File: src/rtl/sprite_draw_datapath_if.sv
// Command/pixel bundle between the movement FSM, this datapath and the VGA adapter.
// The FSM side is the master; the datapath is the slave.
interface sprite_draw_datapath_if;
    logic [3:0] STATE;
    logic       PorB;
    logic       doneDrawing;
    logic [7:0] x;
    logic [6:0] y;
    logic [2:0] colour;
    logic       plot;
    logic [7:0] obj_x;
    logic [6:0] obj_y;

    modport master (
        output STATE, PorB,
        input  doneDrawing, x, y, colour, plot, obj_x, obj_y
    );

    modport slave (
        input  STATE, PorB,
        output doneDrawing, x, y, colour, plot, obj_x, obj_y
    );
endinterface

File: src/rtl/sprite_draw_datapath.sv
// Executes movement-FSM commands: saturating position moves and one-pixel-per-clock
// clear/draw rasters of the selected sprite, with a key-matched done handshake.
module sprite_draw_datapath #(
    parameter int         SCREEN_W  = 160,
    parameter int         SCREEN_H  = 120,
    parameter int         SPRITE_W  = 8,
    parameter int         SPRITE_H  = 8,
    parameter int         STEP      = 4,
    parameter int         P_INIT_X  = 76,
    parameter int         P_INIT_Y  = 56,
    parameter int         B_INIT_X  = 0,
    parameter int         B_INIT_Y  = 100,
    parameter logic [2:0] P_COLOUR  = 3'b111,
    parameter logic [2:0] B_COLOUR  = 3'b100,
    parameter logic [2:0] BG_COLOUR = 3'b011
) (
    input logic                   clk,
    input logic                   reset,
    sprite_draw_datapath_if.slave bus
);

    localparam int X_W = 8;
    localparam int Y_W = 7;
    localparam int C_W = (SPRITE_W > 1) ? $clog2(SPRITE_W) : 1;
    localparam int R_W = (SPRITE_H > 1) ? $clog2(SPRITE_H) : 1;

    localparam logic [3:0] CMD_CLEAR = 4'b0001;
    localparam logic [3:0] CMD_RIGHT = 4'b0010;
    localparam logic [3:0] CMD_LEFT  = 4'b0011;
    localparam logic [3:0] CMD_DRAW  = 4'b0101;
    localparam logic [3:0] CMD_DOWN  = 4'b0110;
    localparam logic [3:0] CMD_UP    = 4'b0111;
    // STATE 1111 is never issued, so this key can never match a real command
    localparam logic [4:0] KEY_NONE  = {4'b1111, 1'b0};

    localparam logic signed [X_W:0] X_MAX_S = (X_W+1)'(SCREEN_W - SPRITE_W);
    localparam logic signed [Y_W:0] Y_MAX_S = (Y_W+1)'(SCREEN_H - SPRITE_H);
    localparam logic signed [X_W:0] STEP_X  = (X_W+1)'(STEP);
    localparam logic signed [Y_W:0] STEP_Y  = (Y_W+1)'(STEP);
    localparam logic [C_W-1:0]      C_LAST  = C_W'(SPRITE_W - 1);
    localparam logic [R_W-1:0]      R_LAST  = R_W'(SPRITE_H - 1);
    localparam logic [C_W-1:0]      C_MID   = C_W'(SPRITE_W / 2);
    localparam logic [R_W-1:0]      R_MID   = R_W'(SPRITE_H / 2);

    typedef enum logic [1:0] {IDLE, RASTER, DONE} state_t;

    function automatic logic [X_W-1:0] clamp_x(input logic signed [X_W:0] v);
        if (v < 0)       return '0;
        if (v > X_MAX_S) return X_MAX_S[X_W-1:0];
        return v[X_W-1:0];
    endfunction

    function automatic logic [Y_W-1:0] clamp_y(input logic signed [Y_W:0] v);
        if (v < 0)       return '0;
        if (v > Y_MAX_S) return Y_MAX_S[Y_W-1:0];
        return v[Y_W-1:0];
    endfunction

    state_t              state, state_n;
    logic [4:0]          key, last_key;
    logic                key_new, is_move, is_raster_cmd, last_px, do_move, do_start;
    logic [X_W-1:0]      p_x, b_x, sel_x, ras_x, mv_x;
    logic [Y_W-1:0]      p_y, b_y, sel_y, ras_y, mv_y;
    logic signed [X_W:0] dx;
    logic signed [Y_W:0] dy;
    logic [C_W-1:0]      col;
    logic [R_W-1:0]      row;
    logic                ras_bird, ras_clear, done_r;

    assign key     = {bus.STATE, bus.PorB};
    assign key_new = (key != last_key);
    assign sel_x   = bus.PorB ? b_x : p_x;
    assign sel_y   = bus.PorB ? b_y : p_y;
    assign ras_x   = ras_bird ? b_x : p_x;
    assign ras_y   = ras_bird ? b_y : p_y;
    assign last_px = (col == C_LAST) && (row == R_LAST);
    assign mv_x    = clamp_x($signed({1'b0, sel_x}) + dx);
    assign mv_y    = clamp_y($signed({1'b0, sel_y}) + dy);

    always_comb begin
        dx            = '0;
        dy            = '0;
        is_move       = 1'b0;
        is_raster_cmd = 1'b0;
        case (bus.STATE)
            CMD_RIGHT: begin dx = STEP_X;  is_move = 1'b1; end
            CMD_LEFT:  begin dx = -STEP_X; is_move = 1'b1; end
            CMD_DOWN:  begin dy = STEP_Y;  is_move = 1'b1; end
            CMD_UP:    begin dy = -STEP_Y; is_move = 1'b1; end
            CMD_CLEAR, CMD_DRAW: is_raster_cmd = 1'b1;
            default: ;
        endcase
    end

    always_comb begin
        state_n  = state;
        do_move  = 1'b0;
        do_start = 1'b0;
        unique case (state)
            IDLE: begin
                if (key_new) begin
                    do_move = is_move;
                    if (is_raster_cmd) begin
                        do_start = 1'b1;
                        state_n  = RASTER;
                    end
                end
            end
            RASTER:  if (last_px) state_n = DONE;
            DONE:    if (key_new) state_n = IDLE;
            default: state_n = IDLE;
        endcase
    end

    always_ff @(posedge clk or posedge reset) begin
        if (reset) state <= IDLE;
        else       state <= state_n;
    end

    always_ff @(posedge clk or posedge reset) begin
        if (reset) begin
            last_key  <= KEY_NONE;
            done_r    <= 1'b0;
            col       <= '0;
            row       <= '0;
            ras_bird  <= 1'b0;
            ras_clear <= 1'b0;
            p_x       <= X_W'(P_INIT_X);
            p_y       <= Y_W'(P_INIT_Y);
            b_x       <= X_W'(B_INIT_X);
            b_y       <= Y_W'(B_INIT_Y);
        end else begin
            if (state == IDLE && key_new) last_key <= key;
            if (do_move) begin
                if (bus.PorB) begin
                    b_x <= mv_x;
                    b_y <= mv_y;
                end else begin
                    p_x <= mv_x;
                    p_y <= mv_y;
                end
            end
            if (do_start) begin
                col       <= '0;
                row       <= '0;
                ras_bird  <= bus.PorB;
                ras_clear <= (bus.STATE == CMD_CLEAR);
            end else if (state == RASTER) begin
                if (col == C_LAST) begin
                    col <= '0;
                    row <= row + R_W'(1);
                end else begin
                    col <= col + C_W'(1);
                end
            end
            if (state == RASTER && last_px)  done_r <= 1'b1;
            else if (state == DONE && key_new) done_r <= 1'b0;
        end
    end

    // Pixel outputs follow the raster state directly so a reset blanks plot at once
    always_comb begin
        bus.x      = '0;
        bus.y      = '0;
        bus.colour = '0;
        bus.plot   = 1'b0;
        if (state == RASTER) begin
            bus.x      = ras_x + X_W'(col);
            bus.y      = ras_y + Y_W'(row);
            bus.plot   = ras_clear || ras_bird || (col == C_MID) || (row == R_MID);
            bus.colour = ras_clear ? BG_COLOUR : (ras_bird ? B_COLOUR : P_COLOUR);
        end
    end

    assign bus.obj_x       = sel_x;
    assign bus.obj_y       = sel_y;
    assign bus.doneDrawing = done_r && !key_new;

endmodule

File: src/flat_wrapper.sv
// flat-port wrapper written by rule: the top's interface ports become plain ports
module sprite_draw_datapath_flat 
#(
    parameter int         SCREEN_W  = 160,
    parameter int         SCREEN_H  = 120,
    parameter int         SPRITE_W  = 8,
    parameter int         SPRITE_H  = 8,
    parameter int         STEP      = 4,
    parameter int         P_INIT_X  = 76,
    parameter int         P_INIT_Y  = 56,
    parameter int         B_INIT_X  = 0,
    parameter int         B_INIT_Y  = 100,
    parameter logic [2:0] P_COLOUR  = 3'b111,
    parameter logic [2:0] B_COLOUR  = 3'b100,
    parameter logic [2:0] BG_COLOUR = 3'b011
)
  (clk, reset, bus_STATE, bus_PorB, bus_doneDrawing, bus_x, bus_y, bus_colour, bus_plot, bus_obj_x, bus_obj_y);
  sprite_draw_datapath_if bus_i ();
  input logic clk;
  input logic reset;
  input wire logic [$bits(bus_i.STATE)-1:0] bus_STATE;
  input wire logic [$bits(bus_i.PorB)-1:0] bus_PorB;
  output wire logic [$bits(bus_i.doneDrawing)-1:0] bus_doneDrawing;
  output wire logic [$bits(bus_i.x)-1:0] bus_x;
  output wire logic [$bits(bus_i.y)-1:0] bus_y;
  output wire logic [$bits(bus_i.colour)-1:0] bus_colour;
  output wire logic [$bits(bus_i.plot)-1:0] bus_plot;
  output wire logic [$bits(bus_i.obj_x)-1:0] bus_obj_x;
  output wire logic [$bits(bus_i.obj_y)-1:0] bus_obj_y;
  assign bus_i.STATE = bus_STATE;
  assign bus_i.PorB = bus_PorB;
  assign bus_doneDrawing = bus_i.doneDrawing;
  assign bus_x = bus_i.x;
  assign bus_y = bus_i.y;
  assign bus_colour = bus_i.colour;
  assign bus_plot = bus_i.plot;
  assign bus_obj_x = bus_i.obj_x;
  assign bus_obj_y = bus_i.obj_y;
  sprite_draw_datapath #(.SCREEN_W(SCREEN_W), .SCREEN_H(SCREEN_H), .SPRITE_W(SPRITE_W), .SPRITE_H(SPRITE_H), .STEP(STEP), .P_INIT_X(P_INIT_X), .P_INIT_Y(P_INIT_Y), .B_INIT_X(B_INIT_X), .B_INIT_Y(B_INIT_Y), .P_COLOUR(P_COLOUR), .B_COLOUR(B_COLOUR), .BG_COLOUR(BG_COLOUR)) u_core (.clk(clk), .reset(reset), .bus(bus_i));
endmodule
File: config.mk
export PLATFORM = sky130hd
export DESIGN_NAME = sprite_draw_datapath_flat
export DESIGN_NICKNAME = d
export VERILOG_FILES = /design/src/rtl/sprite_draw_datapath_if.sv /design/src/rtl/sprite_draw_datapath.sv /design/src/flat_wrapper.sv
export SDC_FILE = /design/constraint.sdc
export NUM_CORES = 1
export LEC_CHECK = 0
export ABC_AREA = 1
export CAP_MARGIN = 30
export CORE_ASPECT_RATIO = 2
export CORE_MARGIN = 2
export CORE_UTILIZATION = 44
export DETAILED_ROUTE_END_ITERATION = 16
export PLACE_DENSITY_LB_ADDON = 0.05
export SYNTH_ARGS = -nofsm -noshare
export SYNTH_HDL_FRONTEND = slang
export SYNTH_SLANG_ARGS = --single-unit
File: constraint.sdc
create_clock -name clk -period 3.29 [get_ports clk]
set_input_delay 0.329 -clock clk [delete_from_list [all_inputs] [get_ports clk]]
set_output_delay 0.329 -clock clk [all_outputs]
set_load 0.02 [all_outputs]
* After elaboration in Yosys (flattened, before gate mapping)
Index checks and enable logic that the tools add are counted.
** Storage, ports and cells
- Flip-flop bits (word level) :: 46
- Input port bits :: 7
- Output and inout bits :: 35
- Word-level logic and storage cells :: 104
** Cells by class
- $add $sub $neg :: 6
- $lt $le $gt $ge :: 4
- Equality and inequality tests :: 17
- Multiplexer cells :: 46
- Bitwise logic cells :: 1
- Reductions and logical operators :: 19
** Operators by type and width (count)
- 2-to-1 mux 8 bit :: 7
- 2-to-1 mux 7 bit :: 7
- 2-to-1 mux 3 bit :: 8
- one-hot mux 9 bit (2 select lines) :: 1
- 2-to-1 mux 1 bit :: 16
- one-hot mux 8 bit (2 select lines) :: 1
- equality test 3 bit (second input constant) :: 4
- equality test 4 x 3 -> 1 bit (second input constant) :: 3
- 2-to-1 mux 2 bit :: 5
- adder 9 bit :: 1
- greater-than comparator 9 bit (second input constant) :: 1
- less-than comparator 9 x 1 -> 1 bit (second input constant) :: 1
- adder 8 x 3 -> 8 bit :: 1
- adder 8 bit :: 1
- equality test 4 x 2 -> 1 bit (second input constant) :: 2
- greater-than comparator 8 bit (second input constant) :: 1
- less-than comparator 8 x 1 -> 1 bit (second input constant) :: 1
- inequality test 2 x 1 -> 1 bit (second input constant) :: 4
- adder 7 x 3 -> 7 bit :: 1
- adder 3 x 1 -> 3 bit (second input constant) :: 2
- one-hot mux 2 bit (3 select lines) :: 1
- AND reduction 2 bit :: 3
- nonzero test 2 bit :: 3
- logical AND 1 bit :: 5
- other kinds (11) :: 13

* Logic depth before layout (Yosys ltp)
- Depth in word-level cells :: 8
- Gate-level depth with buffers :: 19
- Gate-level depth less buffers :: 18

* Worst setup path after synthesis
OpenSTA, ideal clock, no wires.
- Kind :: input port to flip-flop
- Start :: input bus_PorB
- End :: register u_core.b_x[6]
- Setup time :: 65 ps
- Arrival time :: 2927 ps
- Required time :: 3225 ps
- Setup slack :: 298 ps
- Stages :: 16
- Path buffers :: 3
- Cells stage by stage :: buf_6 -> buf_2 -> clkbuf_1 -> o21ai_0 -> ha_1 -> inv_1 -> fa_1 -> inv_1 -> nand3_2 -> nand2_2 -> nand3_1 -> nand2_1 -> nand2_1 -> a21oi_4 -> nand3_1 -> nand2_1
** Between the ends
- Cells in the longest elaborated chain, start to end :: 7
- Elaborated cells on any way between the ends :: 14
- Classes of those cells :: 1 x add/sub; 2 x order compare; 1 x eq/ne; 9 x mux; 1 x reduce/logical
** Ends and longest elaborated chain
- from (decl) :: line flat_wrapper.sv:22 : input wire logic [$bits(bus_i.PorB)-1:0] bus_PorB;
- 2-to-1 mux 8 bit * :: line sprite_draw_datapath.sv:72 : assign sel_x = bus.PorB ? b_x : p_x;
- named net bus_obj_x[2] :: line flat_wrapper.sv:28 : output wire logic [$bits(bus_i.obj_x)-1:0] bus_obj_x;
- adder 9 bit * :: line sprite_draw_datapath.sv:77 : assign mv_x = clamp_x($signed({1'b0, sel_x}) + dx);
- greater-than comparator 9 bit :: line sprite_draw_datapath.sv:49 : if (v > X_MAX_S) return X_MAX_S[X_W-1:0];
- 2-to-1 mux 1 bit (2 in a row) :: line sprite_draw_datapath.sv:49
- 2-to-1 mux 8 bit :: line sprite_draw_datapath.sv:50 : return v[X_W-1:0];
- 2-to-1 mux 8 bit * :: line sprite_draw_datapath.sv:49
- to (signal assigned) :: line sprite_draw_datapath.sv:130 : b_x <= X_W'(B_INIT_X);
- to (signal assigned) :: line sprite_draw_datapath.sv:136 : b_x <= mv_x;
- to (decl) :: line sprite_draw_datapath.sv:62 : logic [X_W-1:0] p_x, b_x, sel_x, ras_x, mv_x;
The timed path passes the listed nets; every way through them passes the cells marked *. The select of a mux whose other input is x is not followed.
A chain may end at the register's enable or synchronous reset.

* Worst setup path in the final report
- Start :: register u_core.ras_bird
- End :: output bus_x[4]
** Between the ends
- Cells in the longest elaborated chain, start to end :: 3
** Ends and longest elaborated chain
- from (decl) :: line sprite_draw_datapath.sv:68 : logic ras_bird, ras_clear, done_r;
- from (signal assigned) :: line sprite_draw_datapath.sv:146 : ras_bird <= bus.PorB;
- 2-to-1 mux 8 bit :: line sprite_draw_datapath.sv:74 : assign ras_x = ras_bird ? b_x : p_x;
- adder 8 x 3 -> 8 bit :: line sprite_draw_datapath.sv:168 : bus.x = ras_x + X_W'(col);
- 2-to-1 mux 8 bit :: line sprite_draw_datapath.sv:167 : if (state == RASTER) begin
- to (decl) :: line flat_wrapper.sv:24 : output wire logic [$bits(bus_i.x)-1:0] bus_x;
Every way passes these cells.

==> impl_metrics.json <==
{
  "vdd_drop_max_mv": 0.428,
  "relSlewSlack_pct": 52.8,
  "post-cts-setup-buffers": 0,
  "met2_length_mm": 4.94,
  "synth_compound_area_share_pct": 14.6,
  "cts_buffers": 5,
  "num_vias": 3181,
  "cts.hold.buffers_added": 0,
  "regArea_um2": 1170,
  "cts_resized": 2,
  "hold_class": "in -> async",
  "yosys.area_share.xor_xnor_pct": 1.77,
  "crit_path_start_kind": "register",
  "critPathMaxFanout": 6,
  "antenna_cells": 0,
  "fmax_mhz": 323,
  "finalCritPeriodShare_pct": 94.0,
  "postSynthCellCount": 493,
  "synth_top_flop_cell": "dfrtp_1",
  "grt_max_degree": 29,
  "period_minus_slack_ps": 3090,
  "grt_pass1_vias": 3052,
  "rrSetupSlack_ps": 600,
  "syn_to_final_growth_pct": 20.4,
  "synth_cell_type_count": 36,
  "coreArea_um2": 7600,
  "drc_errors": 0,
  "placed_cell_area_um2": 4030,
  "start_util_pct": 45.7,
  "yosysTopAreaCellShare_pct": 23.8,
  "clk_pin_slew_ps": 70,
  "multiInputGateArea_um2": 1940,
  "rr_startpoint": "u_core.p_x[2]$_DFFE_PP1P_",
  "grtUsageTotal_pct": 22.6,
  "critPathCaptureType": "output pin",
  "muxShareOfSynthArea_pct": 0,
  "totalPowerFinal_mw": 3.79,
  "gp_congestion": 0.850,
  "top_layer_used": "met4",
  "critical_path_class": "reg -> out",
  "hold_ws_ps": 364,
  "seq_area_frac_synth_pct": 33.6,
  "cp_data_required_time_ps": 2960,
  "grt_pass1_wl_mm": 14.8,
  "wl_mm": 9.02,
  "leakage_nw": 2.17,
  "vias_per_cell": 4.99,
  "cts_tree": "yes",
  "antenna_found_initial": 0,
  "insertion_delay_ps": 290,
  "slew_viol_final": 0,
  "htreeDepth": 2,
  "drive_above_1_share_pct": 12.0,
  "setup_viol": 0,
  "synth_fp_nets": 525,
  "synth-edff-count": 0,
  "stdcell_area_um2": 4180,
  "avgSynthCellArea_um2": 7.05,
  "die_h_um": 130,
  "nets": 574,
  "met1Wirelength_mm": 3.55,
  "die_w_um": 66.8,
  "maxCapViolations": 0,
  "overflow": 0,
  "port_buffers": 41,
  "yosysTopAreaCell": "dfrtp_1",
  "cts.sinks": 46,
  "wire_per_inst_um": 14.2,
  "skew_ps": 5.49,
  "hold_viol": 0,
  "powerDensity_nw_per_um2": 908,
  "dr.pass1.iters": 4,
  "wl_met3_um": 218,
  "drt_iter0_markers": 172,
  "rows": 45,
  "yosysWarnings": 0,
  "final.fill_count": 748,
  "synth_top_family_by_area": "simple AND/OR/NAND/NOR gates",
  "synth_most_common_cell": "nand2_1",
  "postRouteAntennaNets": 0,
  "synthArstFlopShare_pct": 100,
  "outcome": "completed",
  "synthTopCellsByArea": "dfrtp_1 24%, nand2_1 15%, dfstp_2 9.8%, o21ai_0 7.9%, inv_1 7.8%",
  "synthAdderAreaFrac_pct": 9.87,
  "reg2regPathDepth": 14,
  "rr_endpoint": "u_core.p_x[2]$_DFFE_PP1P_",
  "netlist_top_cells_count": "139 x nand2_1, 72 x inv_1, 55 x o21ai_0",
  "rsz0062_at_grt": "no",
  "worst_pin_slew_ps": 704,
  "worst_ep_arrival_time_ps": 2770,
  "synth_area_um2": 3470,
  "fp.dieArea_um2": 8660,
  "cts.root.buffer_cell": "clkbuf_16",
  "cts_buffer_depth": 2,
  "synthSimpleGateAreaFrac_pct": 29.4,
  "ys_ff_latch": 46,
  "ios": 42,
  "dp_hpwl_mm": 7.16
}
[report_power, final]
group / switching (mW) / leakage [nW] / internal, mW / total, mW
registers: 0.177 / 0.558 / 0.842 / 1.02
clock network: 0.226 / 0.0706 / 0.280 / 0.506
logic: 1.34 / 1.54 / 0.930 / 2.27
[cell families (layout without fill, tap and decap cells)]
logic type,after synthesis,count (layout)
compound gates,93,93
xor+xnor,7,7
fa+ha+maj,25,25
buf+inv,90,140
flops,46,46
simple gates,232,232
[registers in the layout, summed over array words and instances, names as in the netlist]
register	flops
u_core.b_x	8
u_core.p_x	8
u_core.b_y	7
u_core.p_y	7
u_core.last_key	5
u_core.col	3
u_core.row	3
u_core.state	2
u_core.done_r	1
u_core.ras_bird	1
u_core.ras_clear	1
[metrics by stage]
step | cells | TNS (ps) | utilization [%] | setup slack, ps
after floorplan | 493 | 0 | - | 298
after global placement | 629 | 0 | 53.0 | 40.3
after detailed placement | 629 | -3.56 | 53.0 | -3.56
after CTS | 637 | 0 | 54.8 | 1.09
after global routing | 637 | 0 | 55.0 | 38.2
final | 637 | 0 | 55.0 | 196
[placed cells by master (no fill, tap or decap), drive strengths merged]
| cell type | count |
|---|---|
| nand4 | 2 |
| fa | 4 |
| dfrtp | 33 |
| a41o | 1 |
| a31oi | 2 |
| dfstp | 13 |
| o21ai | 61 |
| xnor2 | 3 |
| a21oi | 22 |
| ha | 21 |
| o22ai | 1 |
| dlygate4sd2 | 2 |
| a221o | 1 |
| nor3 | 5 |
| clkbuf | 6 |
| nand2 | 153 |
| or2 | 2 |
| buf | 15 |
| a22oi | 2 |
| dlymetal6s2s | 3 |
| clkinv | 3 |
| xor2 | 4 |
| o21bai | 2 |
| nor2 | 35 |
| clkdlybuf4s50 | 36 |
| nand3 | 33 |
| inv | 75 |
| o221ai | 1 |
| nand3b | 2 |
[worst max-delay path by stage]
| stage | startpoint | depth (start not counted) | endpoint | slack, ps |
|---|---|---|---|---|
| 5_1_grt | u_core.ras_bird$_DFFE_PP0P_ | 10 | bus_x[4] | 40 |
| 6_report | u_core.ras_bird$_DFFE_PP0P_ | 10 | bus_x[4] | 200 |
| 2_1_floorplan | bus_PorB | 16 | u_core.b_x[6]$_DFFE_PP0P_ | 300 |
| 3_3_place_gp | bus_STATE[1] | 16 | u_core.b_y[2]$_DFFE_PP1P_ | 40 |
| 3_5_place_dp | bus_STATE[1] | 16 | u_core.b_y[2]$_DFFE_PP1P_ | -4 |
| 4_1_cts | u_core.ras_bird$_DFFE_PP0P_ | 14 | bus_y[6] | 1 |
[critical path, stage by stage, from the launching register on]
cell and delay (ps):
dfrtp_1 380, inv_1 170, o21ai_0 180, ha_1 250, fa_1 400, a21oi_1 140
nor2_1 70, nand2_1 100, inv_1 60, nor2_1 110, clkdlybuf4s50_1 610
[routing by layer]
metal / track usage (%) / vias to the layer above
met5: 0 / -
met4: 10.1 / 0
met3: 2.69 / 20
met2: 41.7 / 60
met1: 25.1 / 1440
li1: - / 1661
[final cells by class]
cell class,instances,area share (%)
multi-input cells,357,46.4
clock inverters,2,0.239
repair buffers,56,12.7
well taps,94,2.81
inverters,76,6.82
clock buffers,6,3.08
flip-flops and latches,46,27.9
(Power assumes the default switching activity.)
